<file path="config.mk">
export PLATFORM = sky130hd
export DESIGN_NAME = lsu
export DESIGN_NICKNAME = d
export VERILOG_FILES = /design/src/rtl/lsu.sv
export SDC_FILE = /design/constraint.sdc
export NUM_CORES = 1
export LEC_CHECK = 0
export CAP_MARGIN = 25
export CELL_PAD_IN_SITES_DETAIL_PLACEMENT = 1
export CELL_PAD_IN_SITES_GLOBAL_PLACEMENT = 1
export CORE_AREA = 4 4 148 150
export CTS_CLUSTER_DIAMETER = 120
export CTS_CLUSTER_SIZE = 20
export DETAILED_ROUTE_END_ITERATION = 10
export DIE_AREA = 0 0 152 154
export GPL_ROUTABILITY_DRIVEN = 0
export PLACE_DENSITY_LB_ADDON = 0.1
export SLEW_MARGIN = 20
export SYNTH_ARGS = -nofsm -noshare
export SYNTH_HDL_FRONTEND = slang
export SYNTH_SLANG_ARGS = --single-unit
</file>
<file path="constraint.sdc">
create_clock -name clk_i -period 2.5 [get_ports clk_i]
set_input_delay 0.375 -clock clk_i [delete_from_list [all_inputs] [get_ports clk_i]]
set_output_delay 0.375 -clock clk_i [all_outputs]
set_load 0.005 [all_outputs]
</file>
<file path="src/rtl/lsu.sv">
// RV32I load/store unit: one data-memory transaction at a time over req/gnt/rvalid.
// Zero-wait latency: store 2, load 3, fault 1 cycle; gnt/rvalid stalls add cycles, req_i only taken in IDLE.
module lsu (
  input  logic        clk_i,
  input  logic        rst_ni,
  input  logic        req_i,
  input  logic        we_i,
  input  logic [2:0]  funct3_i,
  input  logic [31:0] addr_i,
  input  logic [31:0] wdata_i,
  output logic        ready_o,
  output logic        done_o,
  output logic        err_o,
  output logic [31:0] rdata_o,
  output logic        mem_req_o,
  output logic        mem_we_o,
  output logic [31:0] mem_addr_o,
  output logic [3:0]  mem_be_o,
  output logic [31:0] mem_wdata_o,
  input  logic        mem_gnt_i,
  input  logic        mem_rvalid_i,
  input  logic [31:0] mem_rdata_i
);

  typedef enum logic [1:0] {IDLE, REQ, WAIT} state_t;

  state_t      r_state, w_next;
  logic        r_we, r_done, r_err;
  logic [2:0]  r_f3;
  logic [1:0]  r_a;
  logic [31:0] r_addr, r_wdata, r_rdata;
  logic [3:0]  r_be;

  logic        w_accept, w_fault;
  logic [3:0]  w_be;
  logic [31:0] w_wdata, w_ldata;
  logic [7:0]  w_byte;
  logic [15:0] w_half;

  assign w_accept = (r_state == IDLE) && req_i;

  always_comb begin
    w_fault = 1'b0;
    case (funct3_i)
      3'b000:  w_fault = 1'b0;
      3'b001:  w_fault = addr_i[0];
      3'b010:  w_fault = |addr_i[1:0];
      3'b100:  w_fault = we_i;
      3'b101:  w_fault = we_i | addr_i[0];
      default: w_fault = 1'b1;
    endcase
  end

  always_comb begin
    w_be    = 4'b1111;
    w_wdata = wdata_i;
    case (funct3_i[1:0])
      2'b00: begin
        w_be    = 4'b0001 << addr_i[1:0];
        w_wdata = {4{wdata_i[7:0]}};
      end
      2'b01: begin
        w_be    = addr_i[1] ? 4'b1100 : 4'b0011;
        w_wdata = {2{wdata_i[15:0]}};
      end
      default: begin
        w_be    = 4'b1111;
        w_wdata = wdata_i;
      end
    endcase
  end

  // Lane select uses the captured offset, since addr_i may have moved on by rvalid.
  always_comb begin
    w_byte = mem_rdata_i[7:0];
    case (r_a)
      2'b00: w_byte = mem_rdata_i[7:0];
      2'b01: w_byte = mem_rdata_i[15:8];
      2'b10: w_byte = mem_rdata_i[23:16];
      2'b11: w_byte = mem_rdata_i[31:24];
      default: w_byte = mem_rdata_i[7:0];
    endcase
    w_half  = r_a[1] ? mem_rdata_i[31:16] : mem_rdata_i[15:0];
    w_ldata = mem_rdata_i;
    case (r_f3)
      3'b000:  w_ldata = {{24{w_byte[7]}}, w_byte};
      3'b100:  w_ldata = {24'd0, w_byte};
      3'b001:  w_ldata = {{16{w_half[15]}}, w_half};
      3'b101:  w_ldata = {16'd0, w_half};
      default: w_ldata = mem_rdata_i;
    endcase
  end

  always_comb begin
    w_next = r_state;
    case (r_state)
      IDLE:    if (w_accept && !w_fault) w_next = REQ;
      REQ:     if (mem_gnt_i) w_next = r_we ? IDLE : WAIT;
      WAIT:    if (mem_rvalid_i) w_next = IDLE;
      default: w_next = IDLE;
    endcase
  end

  always_ff @(posedge clk_i or negedge rst_ni) begin
    if (!rst_ni) r_state <= IDLE;
    else         r_state <= w_next;
  end

  always_ff @(posedge clk_i or negedge rst_ni) begin
    if (!rst_ni) begin
      r_we    <= 1'b0;
      r_f3    <= 3'd0;
      r_a     <= 2'd0;
      r_addr  <= 32'd0;
      r_be    <= 4'd0;
      r_wdata <= 32'd0;
      r_rdata <= 32'd0;
      r_done  <= 1'b0;
      r_err   <= 1'b0;
    end else begin
      r_done <= 1'b0;
      r_err  <= 1'b0;
      if (w_accept) begin
        r_we    <= we_i;
        r_f3    <= funct3_i;
        r_a     <= addr_i[1:0];
        r_addr  <= {addr_i[31:2], 2'b00};
        r_be    <= w_be;
        r_wdata <= w_wdata;
        if (w_fault) begin
          r_done <= 1'b1;
          r_err  <= 1'b1;
        end
      end
      if (r_state == REQ && mem_gnt_i && r_we) r_done <= 1'b1;
      if (r_state == WAIT && mem_rvalid_i) begin
        r_done  <= 1'b1;
        r_rdata <= w_ldata;
      end
    end
  end

  assign ready_o     = (r_state == IDLE);
  assign mem_req_o   = (r_state == REQ);
  assign mem_we_o    = r_we;
  assign mem_addr_o  = r_addr;
  assign mem_be_o    = r_be;
  assign mem_wdata_o = r_wdata;
  assign done_o      = r_done;
  assign err_o       = r_err;
  assign rdata_o     = r_rdata;

endmodule
</file>
* Yosys cells after proc, flatten, opt, wreduce, memory -nomap -nowiden
Index checks and enable logic that the tools add are counted.
** Cells by class
- Bitwise logic cells :: 1
- Mux-type cells :: 16
- Shift-type cells :: 1
- Reductions and logical operators :: 13
- Eq/ne operators :: 16
** Operator list (count)
- 32-bit one-hot mux with 4 select lines :: 1
- 32-bit one-hot mux with 2 select lines :: 1
- 8-bit one-hot mux with 4 select lines :: 1
- 16-bit 2-to-1 mux :: 1
- 3-bit equality test (second input constant) :: 4
- 2-bit 2-to-1 mux :: 4
- 4-bit one-hot mux with 2 select lines :: 1
- 2-bit by 1-bit equality test with 1-bit output (second input constant) :: 3
- 2-bit equality test (second input constant) :: 3
- 3-bit by 1-bit equality test with 1-bit output (second input constant) :: 2
- 2-bit zero test :: 3
- 3-bit zero test :: 2
- 2-bit one-hot mux with 3 select lines :: 1
- 1-bit logical AND :: 5
- 1-bit one-hot mux with 5 select lines :: 1
- 1-bit 2-to-1 mux :: 4
- 4-bit 2-to-1 mux :: 1
- 2-bit by 1-bit != test with 1-bit output (second input constant) :: 2
- 1-bit by 2-bit left shift with 4-bit output (first input constant) :: 1
- 3-bit by 2-bit equality test with 1-bit output (second input constant) :: 1
- 3-bit AND reduction :: 1
- 2-bit != test (second input constant) :: 1
- 2-bit OR reduction :: 1
- 1-bit zero test :: 1
- 1-bit bitwise OR :: 1
** Word-level totals
- Bits of input ports :: 105
- Logic and storage cells :: 57
- Register bits :: 108
- Output and inout bits :: 105

* Longest topological paths before layout
Gate-level depths: netlist (run 1).
- Word-level depth :: 6
- Gate-level depth with buffers :: 6
- Gate-level depth less buffers :: 4

* Least setup slack after synthesis (run 1)
Ideal clock, no wire load.
- Path type :: register to register
- Start point :: register r_a[1]
- End point :: register r_rdata[18] (netlist: rdata_o[18])
- Data required time :: 2.375 ns
- Slack :: 0.936 ns
- Clock period less this slack :: 1.564 ns
- Cell stages (with the launch flop) :: 6
- Arrival :: 1.439 ns
- Library setup time :: 0.125 ns
- Path through :: dfrtp_1 -> buf_4 -> mux2_4 -> a311oi_4 -> buf_6 -> o21ai_2
** Between the ends
- Longest elaborated chain between the ends :: 3
- Elaborated cells on any way between the ends :: 7
- Those cells by class :: eq/ne (3); mux (3); reduce/logical (1)
** Ends and longest elaborated chain
- start: declaration :: RTL line 30 : logic [1:0] r_a;
- start signal: assignment :: RTL line 126 : r_a <= addr_i[1:0];
- 2-bit equality test, or another cell as far along :: RTL line 76 : case (r_a)
- 8-bit one-hot mux with 4 select lines :: RTL line 76
- 32-bit one-hot mux with 4 select lines (*) :: RTL line 85 : case (r_f3)
- end signal: assignment :: RTL line 138 : r_rdata <= w_ldata;
- end: declaration :: RTL line 31 : logic [31:0] r_addr, r_wdata, r_rdata;
Every way passes the cells marked *; elsewhere a longest branch is shown, timed or not.
A chain may end at the register's enable or synchronous reset.

* Worst setup path in the final report (run 1)
- Start point :: register r_a[0]
- End point :: register r_rdata[27] (netlist: rdata_o[27])
** Between the ends
- Longest elaborated chain between the ends :: 3
- Elaborated cells on any way between the ends :: 6
- Those cells by class :: eq/ne (3); mux (2); reduce/logical (1)
** Ends and longest elaborated chain (RTL line)
- 2-bit equality test, or another cell as far along :: 76
- 8-bit one-hot mux with 4 select lines (*) :: 76
- 32-bit one-hot mux with 4 select lines (*) :: 85
Marked as above.

==> results of run 1 <==
-- layer usage --
layer	routed length, um	vias to the layer above
met5	19	-
met3	1265	27
met2	9179	154
li1	-	2223
met1	7759	2279
met4	470	2
-- per-stage QoR --
| stage | worst slack, ns | hold slack (ns) |
|---|---|---|
| finish | 0.3786 | 0.4808 |
| global route | 0.1017 | 0.5113 |
| CTS | 0.3051 | 0.4872 |
| detailed placement | -0.01761 | 0.3724 |
| global placement | 0.07542 | 0.3638 |
| floorplan | 0.9359 | 0.07941 |
-- synth_stat cells, types with 2 or more instances --
library cell	number	area share (%)
mux2_2	4	0.89
clkbuf_1	29	2.2
or3b_1	2	0.35
a21o_1	2	0.30
dfrtp_1	108	54
o21ai_0	39	3.9
buf_6	2	0.45
a22o_1	7	1.2
nand2b_1	3	0.37
nand2_1	157	12
nor2b_1	4	0.50
a211o_1	3	0.52
a31oi_1	3	0.37
o21ai_2	10	1.7
nor2_1	26	1.9
a22oi_1	8	1.2
mux2i_1	27	5.4
a21oi_1	36	3.6
o32ai_1	4	0.69
o221a_2	5	1.1
buf_4	3	0.45
or3_1	2	0.25
o221ai_1	2	0.35
buf_2	7	0.69
a221oi_1	2	0.35
inv_1	5	0.37
o211ai_1	16	2.4
-- cell families after synthesis --
group                  count (synthesis)  synth area share, %
AND/OR/NAND/NOR                      202                16.23
flip-flops                           108                53.61
multiplexers                          32                6.552
AO/OA/AOI/OAI                        144                19.34
buffers and inverters                 47                4.194
other                                  1              0.07439
-- registers in the layout (all words and copies together), names as in the netlist --
register     count
mem_wdata_o     32
mem_we_o         1
r_f3             3
done_o           1
r_state          2
rdata_o         32
mem_addr_o      30
r_a              2
mem_be_o         4
err_o            1
-- layout make-up --
| type | count | area, um2 |
|---|---|---|
| well taps | 275 | 344.1 |
| multi-input cells | 380 | 2140 |
| flip-flops and latches | 108 | 2703 |
| repair buffers | 225 | 2232 |
| fillers | 2392 | 12930 |
| inverters | 6 | 22.52 |
| clock buffers | 11 | 242.7 |
| clock inverters | 5 | 75.07 |
-- power breakdown --
group | leakage (nW) | internal (mW) | switching [mW]
combinational | 1.87 | 1.60 | 1.17
sequential | 1.29 | 2.32 | 0.390
clock | 0.159 | 0.903 | 0.664
-- repair_timing --
| item | in CTS | in global routing |
|---|---|---|
| buffers inserted | 0 | 0 |
| hold buffers | 1 | 0 |
| hold endpoints to repair | 32 | 0 |
| setup endpoints to repair | 0 | 0 |
-- worst max-delay path, stage by stage (launching register included) --
cell and delay, ns:
dfrtp_1 0.46, mux2i_1 0.27, o22ai_2 0.15, a311oi_4 0.86
o21ai_0 0.22
-- worst paths after layout --
kind / start / end / slack (ns) / cells past startpoint
max reg2reg: r_a[0] / rdata_o[27] / 0.38 / 4
max: r_a[0] / rdata_o[27] / 0.38 / 4
min: mem_addr_o[28] / mem_addr_o[28] / 0.48 / 2
min reg2reg: mem_addr_o[28] / mem_addr_o[28] / 0.48 / 2
max in group asynchronous: rst_ni / mem_addr_o[25] / 1.22 / 3
min in group asynchronous: rst_ni / rdata_o[12] / 0.53 / 2
-- cells in the final DEF (no fill, tap or decap), types with 5 or more instances in the layout --
| cell | count |
|---|---|
| o211ai_1 | 16 |
| o21ai_2 | 10 |
| clkbuf_16 | 9 |
| a21oi_1 | 36 |
| a22oi_1 | 8 |
| inv_1 | 5 |
| clkdlybuf4s50_1 | 206 |
| dfrtp_1 | 108 |
| nand2_1 | 156 |
| o221a_2 | 5 |
| nor2_1 | 26 |
| mux2i_1 | 27 |
| o21ai_0 | 39 |
| a22o_1 | 7 |
| buf_4 | 16 |
==> results.toml, run 1 <==
[status]
status = "finished clean"

[yosys]
yosysWarnings = 0
syn_area_per_cell_um2 = 9.440
synth-edff-count = 0
synth_flop_cell = "dfrtp_1"
ys_async_sr_fraction_pct = 100.0
yosysUniqueCellTypes = 45
synth_seq_area_share_pct = 53.61
ys_ff_latch = 108
netlist_area_um2 = 5041
syn_inst = 534

[sta]
rsz0062_at_grt = "false"
skew_ns = 0.003648
fmax_ghz = 0.4714
hold_viol = 0
finalMaxSlewViolations = 0
setup_viol = 0
fin_crit_sh_pct = 84.85
finalCriticalPeriod_ns = 2.121
tns_ns = 0
worst_slew_pin_slew_ns = 0.9702
relSlewSlack_pct = 35.32

[clock_network]
cts_buffer_depth = 2
post_cts_resized = 0
ctsRootBufferMaster = "clkbuf_16"
clk_latency_ns = 0.35
cts_buffers = 9
htreeDepth = 3
tritoncts = "done"
clkTransAtPathRegs_ns = 0.07
numClockSinks = 108

[detailed_routing]
drc = 0
drt-initial-drc-count = 145
drt-total-wl_um = 18700
num_vias = 4685
wire_per_inst_um = 18.51
dr.pass1.iters = 4
viasPerCell = 4.639
ant_nets = 0

[finish]
layout.nets = 835
syn_to_final_growth_pct = 53.91
final_util_pct = 37.50
instances_no_fill = 1010
final_cell_area_um2 = 7759
n_antenna_cell = 0
drive_gt1_share_pct = 8.163

[global_routing]
overflow = 0
antenna_found_initial = 1
track_usage_pct = 15.89
top_usage_layer = "met2"
grt_max_degree = 66
grt_pass1_vias = 5248
grtUsageMet3_pct = 5.038
use_met1_pct = 18.81
grtUsageMet2_pct = 26.97
grt_pass1_wl_um = 29780

[critical_path]
arrival_ns = 2.31
critPathKind = "flop to flop"
crit_fanout = 16
crit_path_end_kind = "flop"
required_ns = 2.68
startpoint_type = "flop"

[pwr]
ir_drop_uv = 347.7
powerDensity_nw_per_um2 = 908.1
power_mw = 7.045
p_leak_nw = 3.320

[flow_run]
cap_violations = 0

[placed_design]
numPlacedInstances = 993
io_buffers = 207
dpl.hpwl_um = 14150
placed_area_um2 = 7431

[die]
pin_count = 210
chipHeight_um = 154
initial_core_util_pct = 24.37
die-width_um = 152
row_count = 53
die_area_um2 = 23410
coreArea_um2 = 20690

[worst_hold_path]
hold_path_class = "flop to flop"
Power figures use the tool's default switching activity.
==> run 2, diff against run 1 <==
clock period = 2.11 ns   (was 2.5 ns; I/O delays follow)
==> run 2 against run 1 <==
  * Clock-buffer cell count shrank 1
  * Global-route usage grew 0.47 points
  * Register-to-register slack lost 0.03 ns
==> results.toml, run 2 (synthesized netlist as in run 1, its figures left out) <==
[clock_network]
numClockSinks = 108
cts_buffers = 9
cts_buffer_depth = 2
ctsRootBufferMaster = "clkbuf_16"
htreeDepth = 3
clk_latency_ns = 0.36
clkTransAtPathRegs_ns = 0.07
cts_setup_buffers = 0
tritoncts = "done"

[pwr]
p_clk_share_pct = 21.2
powerDensity_nw_per_um2 = 1061
p_switching_mw = 2.696
swShare_pct = 32.57
p_leak_nw = 3.338
ir_drop_uv = 461.3
power_frac_seq_pct = 39.0
p_int_mw = 5.583
power_frac_comb_pct = 39.8

[finish]
seq_area_um2 = 2703
layout.nets = 839
drive_gt1_share_pct = 8.660
syn_to_final_growth_pct = 54.73
layout_common_cells = "clkdlybuf4s50_1 (206), nand2_1 (156), dfrtp_1 (108)"
n_antenna_cell = 0
instances_no_fill = 1014
multi_input_area_um2 = 2140
n_fill_cell = 2375
mostFrequentLayoutCell = "clkdlybuf4s50_1"

[critical_path]
r2r_slack_ns = 0.35
rr_worst_depth = 4
endpoint = "mem_req_o"
critPathKind = "flop to output port"
critPathSlowestCell = "clkdlybuf4s50_1"
crit_fanout = 5
r2r-end = "rdata_o[7]"
cpPeakStageDelay_ns = 0.60
required_ns = 1.79
crit_path_end_kind = "output port"
startpoint_type = "flop"
cp_cell_sequence = "nor2b_1 -> clkdlybuf4s50_1"
r2r-start = "r_a[1]"
arrival_ns = 1.65
crit_start = "r_state[0]"

[die]
pin_count = 210
row_count = 53
initial_core_util_pct = 24.37
chipHeight_um = 154
die-width_um = 152
coreArea_um2 = 20690
die_area_um2 = 23410

[sta]
relSlewSlack_pct = 48.73
tns_ns = 0
worst_slew_pin_slew_ns = 0.7675
finalMaxSlewViolations = 0
hold_viol = 0
finalCriticalPeriod_ns = 1.967
whs_ns = 0.4417
fmax_ghz = 0.5085
setup_viol = 0
rsz0062_at_grt = "false"
fin_crit_sh_pct = 93.21
skew_ns = 0.01011

[global_routing]
antenna_found_initial = 1
grt_max_degree = 44
overflow = 0
grt_pass1_vias = 5134
track_usage_pct = 16.36
grt_pass1_wl_um = 30450

[worst_hold_path]
hold_path_class = "primary input to asynchronous set/reset pin"

[detailed_routing]
drc = 0
dr.pass1.iters = 4
viasPerCell = 4.648
ant_nets = 0
drt-total-wl_um = 19180
wire_per_inst_um = 18.91
drt-initial-drc-count = 196
num_vias = 4713

[flow_run]
cap_violations = 0

[placed_design]
numPlacedInstances = 997
dpl.hpwl_um = 14570
io_buffers = 207

[status]
status = "finished clean"
[run 2: cell types whose count changed in the layout (fill, tap and decap cells not counted)]
cell / delta
bufinv_16: -1
inv_6: +2
clkbuf_8: -1
buf_4: +1
buf_12: +3
[run 2: critical path: cells and delay by family (launching register included)]
kind,cells,cell delay [ns]
buffers and inverters,1,0.60
AND/OR/NAND/NOR,1,0.31
flip-flops,1,0.39
[run 2: area by class of cell]
type	count	share of cell area (%)
Inverter	6	0.2887
Sequential cell	108	34.65
Clock inverter	6	0.8021
Multi-Input combinational cell	380	27.43
Tap cell	275	4.411
Timing Repair Buffer	229	29.48
Clock buffer	10	2.936
[run 2: through the flow]
step | util (%) | setup WS [ns] | total power, mW | area, um2
final | 37.70 | 0.1434 | 8.279 | 7800
after global routing | 37.70 | 0.05348 | 8.877 | 7800
after CTS | 37.70 | 0.1048 | 8.457 | 7800
after detailed placement | 36.24 | 0.1865 | 6.637 | 7498
after global placement | 36.24 | 0.2357 | 6.540 | 7498
after floorplan | - | 0.5459 | 4.455 | 5045
[run 2: worst min path at each step]
| stage | slack [ns] | startpoint | to |
|---|---|---|---|
| 6_report | 0.44 | rst_ni | rdata_o[12] |
| 5_1_grt | 0.47 | rst_ni | rdata_o[12] |
| 4_1_cts | 0.44 | rst_ni | rdata_o[12] |
| 3_5_place_dp | 0.28 | rst_ni | rdata_o[12] |
| 3_3_place_gp | 0.28 | rst_ni | rdata_o[13] |
| 2_1_floorplan | 0.02 | rst_ni | done_o |
[run 2: timing repair]
action                                  4_1_cts  5_1_grt
endpoints found under the setup margin        0        0
hold buffers                                  1        0
hold endpoints to repair                     26        0
gates resized for setup                       0        0
[run 2: metal layers]
layer  part of all wire (%)  GRT usage, %
met5                  0.042             0
met4                    1.4         4.623
met3                    6.6         5.376
met2                     49         27.77
met1                     43         19.95
[run 2: power by group through the flow]
stage               combinational [mW]  clock, mW  sequential [mW]
finish                            3.30       1.75             3.23
global route                      3.63       1.90             3.34
CTS                               3.38       1.83             3.24
detailed placement                3.37          0             3.27
global placement                  3.30          0             3.24
floorplan                         1.23          0             3.22
